### src/rtl/bus_arbiter_pkg.sv
// Shared definitions for the two-master system bus arbiter: field positions,
// response codes, slave ids, FSM states and the per-master request payload.
package bus_arbiter_pkg;

    localparam int unsigned ADDR_W = 16;
    localparam int unsigned DATA_W = 32;
    localparam int unsigned SEL_W  = 3;
    localparam int unsigned RESP_W = 2;

    // HADDR field layout
    localparam int unsigned TRANS_BIT = 15;
    localparam int unsigned SID_HI    = 14;
    localparam int unsigned SID_LO    = 13;
    localparam int unsigned WRITE_BIT = 12;
    localparam int unsigned WADDR_HI  = 10;
    localparam int unsigned WADDR_LO  = 0;

    typedef enum logic [RESP_W-1:0] {
        RESP_OKAY  = 2'b00,
        RESP_ERROR = 2'b01,
        RESP_RETRY = 2'b10
    } resp_e;

    localparam logic [1:0] SID_S0  = 2'b00;
    localparam logic [1:0] SID_S1  = 2'b01;
    localparam logic [1:0] SID_S2  = 2'b10;
    localparam logic [1:0] SID_BAD = 2'b11;

    typedef enum logic [1:0] {
        ST_IDLE  = 2'd0,
        ST_OWN   = 2'd1,
        ST_ABORT = 2'd2
    } state_e;

    typedef struct packed {
        logic              req;
        logic              lock;
        logic [ADDR_W-1:0] haddr;
        logic [DATA_W-1:0] hwdata;
    } mst_req_t;

endpackage

### src/rtl/bus_arbiter_if.sv
// Bus bundle between the two masters, the arbiter and the shared memory slaves.
// The arbiter sits on the master modport; the environment uses the slave modport.
interface bus_arbiter_if;
    import bus_arbiter_pkg::*;

    logic              M0_REQ;
    logic              M0_LOCK;
    logic [ADDR_W-1:0] M0_HADDR;
    logic [DATA_W-1:0] M0_HWDATA;
    logic              M1_REQ;
    logic              M1_LOCK;
    logic [ADDR_W-1:0] M1_HADDR;
    logic [DATA_W-1:0] M1_HWDATA;
    logic              M0_GNT;
    logic              M1_GNT;
    logic [ADDR_W-1:0] HADDR;
    logic [DATA_W-1:0] HWDATA;
    logic              MLOCK;
    logic [SEL_W-1:0]  SEL;
    logic              HREADY;
    logic [RESP_W-1:0] HRESP;
    logic              M_HREADY;
    logic [RESP_W-1:0] M_HRESP;

    modport master (
        input  M0_REQ, M0_LOCK, M0_HADDR, M0_HWDATA,
        input  M1_REQ, M1_LOCK, M1_HADDR, M1_HWDATA,
        input  HREADY, HRESP,
        output M0_GNT, M1_GNT, HADDR, HWDATA, MLOCK, SEL, M_HREADY, M_HRESP
    );

    modport slave (
        output M0_REQ, M0_LOCK, M0_HADDR, M0_HWDATA,
        output M1_REQ, M1_LOCK, M1_HADDR, M1_HWDATA,
        output HREADY, HRESP,
        input  M0_GNT, M1_GNT, HADDR, HWDATA, MLOCK, SEL, M_HREADY, M_HRESP
    );

endinterface

### src/rtl/bus_arbiter_addr_decoder.sv
// Slave select decode from {TRANS, slave id}; id 11 selects nothing and,
// for an active transfer, flags a decode error.
module bus_arbiter_addr_decoder
    import bus_arbiter_pkg::*;
(
    input  logic [2:0]       trans_sid,
    input  logic             en,
    output logic [SEL_W-1:0] sel_c,
    output logic             decode_err_c
);

    always_comb begin
        sel_c        = '0;
        decode_err_c = 1'b0;
        if (en) begin
            case (trans_sid[1:0])
                SID_S0:  sel_c = 3'b001;
                SID_S1:  sel_c = 3'b010;
                SID_S2:  sel_c = 3'b100;
                default: decode_err_c = trans_sid[2];
            endcase
        end
    end

endmodule

### src/rtl/bus_arbiter.sv
// Two-master round-robin bus arbiter with lock, address decode, and
// ready-timeout / retry-limit abort so a stuck slave cannot hang the bus.
module bus_arbiter
    import bus_arbiter_pkg::*;
#(
    parameter int unsigned TIMEOUT   = 16,
    parameter int unsigned MAX_RETRY = 4,
    parameter int unsigned CNT_W     = 5
) (
    input  logic          CLK,
    input  logic          RST,
    bus_arbiter_if.master bus
);

    state_e           state_q, state_d;
    logic             owner_q, owner_d;
    logic             rr_last_q, rr_last_d;
    logic [CNT_W-1:0] wait_cnt_q, wait_cnt_d;
    logic [CNT_W-1:0] retry_cnt_q, retry_cnt_d;

    mst_req_t         m0, m1, own;
    logic             pick_c;
    logic             hready_ok_c;
    logic             rdy_eff_c;
    logic             retry_c;
    logic             timeout_c;
    logic             retry_lim_c;
    logic             decode_err_c;
    logic [SEL_W-1:0] sel_c;

    always_comb begin
        m0  = '{req: bus.M0_REQ, lock: bus.M0_LOCK, haddr: bus.M0_HADDR, hwdata: bus.M0_HWDATA};
        m1  = '{req: bus.M1_REQ, lock: bus.M1_LOCK, haddr: bus.M1_HADDR, hwdata: bus.M1_HWDATA};
        own = owner_q ? m1 : m0;
    end

    bus_arbiter_addr_decoder u_dec (
        .trans_sid    (own.haddr[TRANS_BIT:SID_LO]),
        .en           (state_q == ST_OWN),
        .sel_c        (sel_c),
        .decode_err_c (decode_err_c)
    );

    // A floating or unknown HREADY counts as not ready; a decode error is answered locally.
    always_comb begin
        hready_ok_c = (bus.HREADY === 1'b1);
        rdy_eff_c   = decode_err_c | hready_ok_c;
        retry_c     = !decode_err_c && (bus.HRESP == RESP_RETRY);
        timeout_c   = !rdy_eff_c && (wait_cnt_q == CNT_W'(TIMEOUT - 1));
        retry_lim_c = retry_c && !own.lock && (retry_cnt_q == CNT_W'(MAX_RETRY - 1));
        pick_c      = (m0.req && m1.req) ? !rr_last_q : m1.req;
    end

    // Next state: grant, ownership hold/release and abort
    always_comb begin
        state_d     = state_q;
        owner_d     = owner_q;
        rr_last_d   = rr_last_q;
        wait_cnt_d  = '0;
        retry_cnt_d = '0;
        case (state_q)
            ST_IDLE: begin
                if (m0.req || m1.req) begin
                    owner_d   = pick_c;
                    rr_last_d = pick_c;
                    state_d   = ST_OWN;
                end
            end
            ST_OWN: begin
                if (timeout_c || retry_lim_c) begin
                    state_d = ST_ABORT;
                end else if (!own.req && !own.lock) begin
                    state_d = ST_IDLE;
                end else begin
                    wait_cnt_d  = rdy_eff_c ? '0 : wait_cnt_q + CNT_W'(1);
                    retry_cnt_d = retry_c ? retry_cnt_q + CNT_W'(1) : '0;
                end
            end
            ST_ABORT: state_d = ST_IDLE;
            default:  state_d = ST_IDLE;
        endcase
    end

    // Bus and owner-side outputs; everything is quiet outside OWN except the abort response
    always_comb begin
        bus.M0_GNT   = 1'b0;
        bus.M1_GNT   = 1'b0;
        bus.HADDR    = '0;
        bus.HWDATA   = '0;
        bus.MLOCK    = 1'b0;
        bus.SEL      = '0;
        bus.M_HRESP  = RESP_OKAY;
        bus.M_HREADY = 1'b0;
        case (state_q)
            ST_OWN: begin
                bus.M0_GNT   = !owner_q;
                bus.M1_GNT   = owner_q;
                bus.HADDR    = own.haddr;
                bus.HWDATA   = own.hwdata;
                bus.MLOCK    = own.lock;
                bus.SEL      = sel_c;
                bus.M_HRESP  = decode_err_c ? RESP_ERROR : bus.HRESP;
                bus.M_HREADY = rdy_eff_c;
            end
            ST_ABORT: begin
                bus.M_HRESP  = RESP_ERROR;
                bus.M_HREADY = 1'b1;
            end
            default: ;
        endcase
    end

    // rr_last resets to master 1 so master 0 wins the first contested grant
    always_ff @(posedge CLK or posedge RST) begin
        if (RST) begin
            state_q     <= ST_IDLE;
            owner_q     <= 1'b0;
            rr_last_q   <= 1'b1;
            wait_cnt_q  <= '0;
            retry_cnt_q <= '0;
        end else begin
            state_q     <= state_d;
            owner_q     <= owner_d;
            rr_last_q   <= rr_last_d;
            wait_cnt_q  <= wait_cnt_d;
            retry_cnt_q <= retry_cnt_d;
        end
    end

endmodule

### src/flat_wrapper.sv
// flat-port wrapper written by rule: the top's interface ports become plain ports
module bus_arbiter_flat import bus_arbiter_pkg::*;
#(
    parameter int unsigned TIMEOUT   = 16,
    parameter int unsigned MAX_RETRY = 4,
    parameter int unsigned CNT_W     = 5
)
  (CLK, RST, bus_M0_REQ, bus_M0_LOCK, bus_M0_HADDR, bus_M0_HWDATA, bus_M1_REQ, bus_M1_LOCK, bus_M1_HADDR, bus_M1_HWDATA, bus_HREADY, bus_HRESP, bus_M0_GNT, bus_M1_GNT, bus_HADDR, bus_HWDATA, bus_MLOCK, bus_SEL, bus_M_HREADY, bus_M_HRESP);
  bus_arbiter_if bus_i ();
  input  logic CLK;
  input  logic RST;
  input wire logic [$bits(bus_i.M0_REQ)-1:0] bus_M0_REQ;
  input wire logic [$bits(bus_i.M0_LOCK)-1:0] bus_M0_LOCK;
  input wire logic [$bits(bus_i.M0_HADDR)-1:0] bus_M0_HADDR;
  input wire logic [$bits(bus_i.M0_HWDATA)-1:0] bus_M0_HWDATA;
  input wire logic [$bits(bus_i.M1_REQ)-1:0] bus_M1_REQ;
  input wire logic [$bits(bus_i.M1_LOCK)-1:0] bus_M1_LOCK;
  input wire logic [$bits(bus_i.M1_HADDR)-1:0] bus_M1_HADDR;
  input wire logic [$bits(bus_i.M1_HWDATA)-1:0] bus_M1_HWDATA;
  input wire logic [$bits(bus_i.HREADY)-1:0] bus_HREADY;
  input wire logic [$bits(bus_i.HRESP)-1:0] bus_HRESP;
  output wire logic [$bits(bus_i.M0_GNT)-1:0] bus_M0_GNT;
  output wire logic [$bits(bus_i.M1_GNT)-1:0] bus_M1_GNT;
  output wire logic [$bits(bus_i.HADDR)-1:0] bus_HADDR;
  output wire logic [$bits(bus_i.HWDATA)-1:0] bus_HWDATA;
  output wire logic [$bits(bus_i.MLOCK)-1:0] bus_MLOCK;
  output wire logic [$bits(bus_i.SEL)-1:0] bus_SEL;
  output wire logic [$bits(bus_i.M_HREADY)-1:0] bus_M_HREADY;
  output wire logic [$bits(bus_i.M_HRESP)-1:0] bus_M_HRESP;
  assign bus_i.M0_REQ = bus_M0_REQ;
  assign bus_i.M0_LOCK = bus_M0_LOCK;
  assign bus_i.M0_HADDR = bus_M0_HADDR;
  assign bus_i.M0_HWDATA = bus_M0_HWDATA;
  assign bus_i.M1_REQ = bus_M1_REQ;
  assign bus_i.M1_LOCK = bus_M1_LOCK;
  assign bus_i.M1_HADDR = bus_M1_HADDR;
  assign bus_i.M1_HWDATA = bus_M1_HWDATA;
  assign bus_i.HREADY = bus_HREADY;
  assign bus_i.HRESP = bus_HRESP;
  assign bus_M0_GNT = bus_i.M0_GNT;
  assign bus_M1_GNT = bus_i.M1_GNT;
  assign bus_HADDR = bus_i.HADDR;
  assign bus_HWDATA = bus_i.HWDATA;
  assign bus_MLOCK = bus_i.MLOCK;
  assign bus_SEL = bus_i.SEL;
  assign bus_M_HREADY = bus_i.M_HREADY;
  assign bus_M_HRESP = bus_i.M_HRESP;
  bus_arbiter #(.TIMEOUT(TIMEOUT), .MAX_RETRY(MAX_RETRY), .CNT_W(CNT_W)) u_core (.CLK(CLK), .RST(RST), .bus(bus_i));
endmodule
### config.mk
export PLATFORM = sky130hd
export DESIGN_NAME = bus_arbiter_flat
export DESIGN_NICKNAME = d
export VERILOG_FILES = /design/src/rtl/bus_arbiter_pkg.sv /design/src/rtl/bus_arbiter_if.sv /design/src/rtl/bus_arbiter_addr_decoder.sv /design/src/rtl/bus_arbiter.sv /design/src/flat_wrapper.sv
export SDC_FILE = /design/constraint.sdc
export NUM_CORES = 1
export LEC_CHECK = 0
export BUFFER_PORTS_ARGS = -buffer_cell sky130_fd_sc_hd__buf_2
export CAP_MARGIN = 20
export CORE_MARGIN = 4
export CORE_UTILIZATION = 33
export CTS_BUF_LIST = sky130_fd_sc_hd__clkbuf_16
export CTS_CLUSTER_DIAMETER = 30
export DETAILED_ROUTE_END_ITERATION = 8
export PLACE_DENSITY = 0.76
export SLEW_MARGIN = 20
export SYNTH_ARGS = -nofsm -noshare
export SYNTH_HDL_FRONTEND = slang
export SYNTH_HIERARCHICAL = 1
export SYNTH_SLANG_ARGS = --single-unit
### constraint.sdc
create_clock -name CLK -period 2.6 [get_ports CLK]
set_clock_uncertainty 0.15 [all_clocks]
set_input_delay 0.52 -clock CLK [delete_from_list [all_inputs] [get_ports CLK]]
set_output_delay 0.52 -clock CLK [all_outputs]
set_load 0.05 [all_outputs]
==> flow_summary.yaml <==
grt:
  use_met3_pct: 4.22
  grt_max_degree: 51
  grt_pass1_wl_mm: 8.83
  antenna_found_initial: 0
  busiest_layer: "met2"
  grt_use_total_pct: 17.5
  grt_remaining_overflow: 0
  grt_pass1_vias: 1917
  grtUsageMet2_pct: 30.8
  grt_util_met1_pct: 20.9
synthesis:
  syn_inst: 193
  avgSynthCellArea_um2: 8.15
  synth_area_leaders: "mux2i_1 (29%), dfrtp_1 (21%), nor2_1 (15%), ha_1 (4.8%), and2_1 (2.8%)"
  synthArstFlopShare_pct: 100
  yosysMostFrequentCell: "nor2_1"
  synth-edff-count: 0
  seq_area_frac_synth_pct: 22.4
  ys_dominant_reg_cell: "dfrtp_1"
  synth_area_leader_cell: "mux2i_1"
  yosysUniqueCellTypes: 37
  syn_area_um2: 1570
  ys_ff_latch: 14
  syn_nets: 304
  synth_top_area_share_pct: 28.6
  ys_warn_count: 6
  netlist_top_cells_count: "nor2_1 (63), mux2i_1 (45), dfrtp_1 (13), and2_1 (7)"
final_layout:
  fin_area_um2: 2530
  drive_gt1_share_pct: 52.5
  area_delta_synth_final_pct: 60.9
  final_nets: 466
  num_antenna_cells: 0
sta:
  setup_tns_ns: 0
  worst_slew_pin_slew_ns: 0.568
  slew_viol_final: 0
  min_period_ns: 2.52
  max_freq_mhz: 397
  finalHoldViolCount: 0
  finalSetupViolations: 0
  whs_ns: 0.179
  rsz0062_at_grt: "no"
  layout_worst_path_cycle_share_pct: 96.8
  slew_headroom_pct: 62.1
power_and_ir_drop:
  power.density_nw_per_um2: 1340
  switchingPower_w: 0.00214
  switching_share_pct: 63.4
  intPower_w: 0.00124
  ir_drop_mv: 0.741
  clkPwrFrac_pct: 8.5
  pwr-share-comb_pct: 82.8
  power.share.sequential_pct: 8.6
  leakage_nw: 1.50
worst_setup_path:
  cp-start-kind: "flip-flop"
  r2r-start: "u_core/owner_q$_DFFE_PP0P_"
  cp-startpoint: "u_core/owner_q$_DFFE_PP0P_"
  crit_path_max_fanout: 5
  r2r_end: "u_core/state_q[1]$_DFFE_PP0P_"
  cp.arrival_ns: 1.85
  cp.required_ns: 1.93
  r2r_setup_slack_ns: 0.42
  end_kind: "output pin"
  timing.reg2reg.worst_path_depth: 6
  worstSetupPathType: "reg2out"
floorplan:
  ios: 162
  rows: 24
  fp.dieArea_um2: 5930
  die_h_um: 77.0
  start_util_pct: 35.2
  die_x_um: 77.0
  coreArea_um2: 4470
detailed_routing:
  route.detailed.drc: 0
  drtIter0Drc: 76
  via_per_inst: 4.76
  drt_wl_total_mm: 5.48
  dr.pass1.iters: 4
  vias: 1931
  detail_route.wl_per_cell_um: 13.5
  antenna_left: 0
place:
  dp.final_hpwl_mm: 4.46
  gp_congestion: 0.761
  port_buffers: 161
  placed_area_um2: 2430
clocking:
  cts_buffer_depth: 2
  cts.sinks: 14
  root_buffer: "clkbuf_16"
  clk_latency_ns: 0.24
  cts.clk_slew.worst_paths_ns: 0.05
  postCtsHoldBufs: 0
  cts-htree-levels: 1
  cts_tree: "done"
  cts_inserted_buffers: 3
worst_hold_path:
  worstHoldPathType: "in2async"
job:
  drv_cap: 0
outcome:
  status: "finished, final reports clean"
==> flip-flops by register name, summed over array words and instances (netlist names) <==
| name | count |
|---|---|
| u_core/state_q | 2 |
| u_core/rr_last_q | 1 |
| u_core/owner_q | 1 |
| u_core/retry_cnt_q | 5 |
| u_core/wait_cnt_q | 5 |
==> metrics by stage <==
stage                     utilization [%]  power (W)  instances  worst slack (ns)
after floorplan                         -    0.00250        193            0.0325
after global placement               54.4    0.00305        400             0.218
after detailed placement             54.4    0.00308        400             0.208
after CTS                            56.2    0.00338        404            0.0355
after global routing                 56.6    0.00356        406           0.00830
final                                56.6    0.00338        406            0.0839
==> layout make-up <==
cell class,instances,area (µm²)
flip-flops and latches,14,353
repair buffers,168,871
well taps,52,65.1
multi-input cells,161,1140
clock inverters,1,3.75
clock buffers,3,75.1
fillers,423,1940
inverters,7,26.3
==> placed cells by master, fill, tap and decap left out, drive strengths merged, types with 2 or more instances in the layout <==
master,count
buf,168
nor2,63
mux2i,46
dfrtp,13
and2,7
inv,7
ha,6
nand2,4
nand3,4
clkbuf,3
mux2,3
xor2,3
a21oi,2
a31oi,2
o21a,2
nor3b,2
xnor2,2
and3b,2
==> layer usage <==
metal	vias to the layer above	share of wire [%]
li1	983	-
met1	847	38
met2	93	51
met3	8	9.4
met4	0	1.8
met5	-	0
==> cells by family (layout without fill, tap and decap cells) <==
kind of cell             after synthesis  after routing  synth area share [%]
AND/OR/NAND/NOR                       89             89                  27.0
multiplexers                          49             49                  31.7
buffers and inverters                 18            179                  5.49
flip-flops                            14             14                  22.4
AO/OA/AOI/OAI                         12             12                  5.89
adder cells (fa/ha/maj)                6              6                  4.77
XOR/XNOR                               5              5                  2.78
==> worst max-delay path, cell delays in order (launching register included) <==
cell     delay, ns
dfrtp_2       0.40
mux2_2        0.38
and4_2        0.26
nor2_1        0.14
nor2_1        0.05
o21a_1        0.17
buf_2         0.20
==> worst max-delay path by stage <==
stage                           to  slack [ns]
finish              bus_M_HRESP[0]        0.08
global route        bus_M_HRESP[0]       0.008
CTS                   bus_M_HREADY        0.04
detailed placement    bus_M_HREADY        0.21
global placement      bus_M_HREADY        0.22
floorplan            bus_HADDR[10]        0.03
==> power by group through the flow <==
stage / clock [W] / combinational (W) / sequential (W)
detailed placement: 0 / 0.00278 / 0.000302
global placement: 0 / 0.00275 / 0.000298
global route: 0.000307 / 0.00296 / 0.000295
finish: 0.000289 / 0.00280 / 0.000291
floorplan: 0 / 0.00222 / 0.000278
CTS: 0.000292 / 0.00279 / 0.000299
==> timing repair <==
action,4_1_cts,5_1_grt
setup endpoints to repair,0,2
setup buffers,0,2
endpoints found under the hold margin,0,0
resized for setup,0,1
Power figures use the tool's default switching activity.
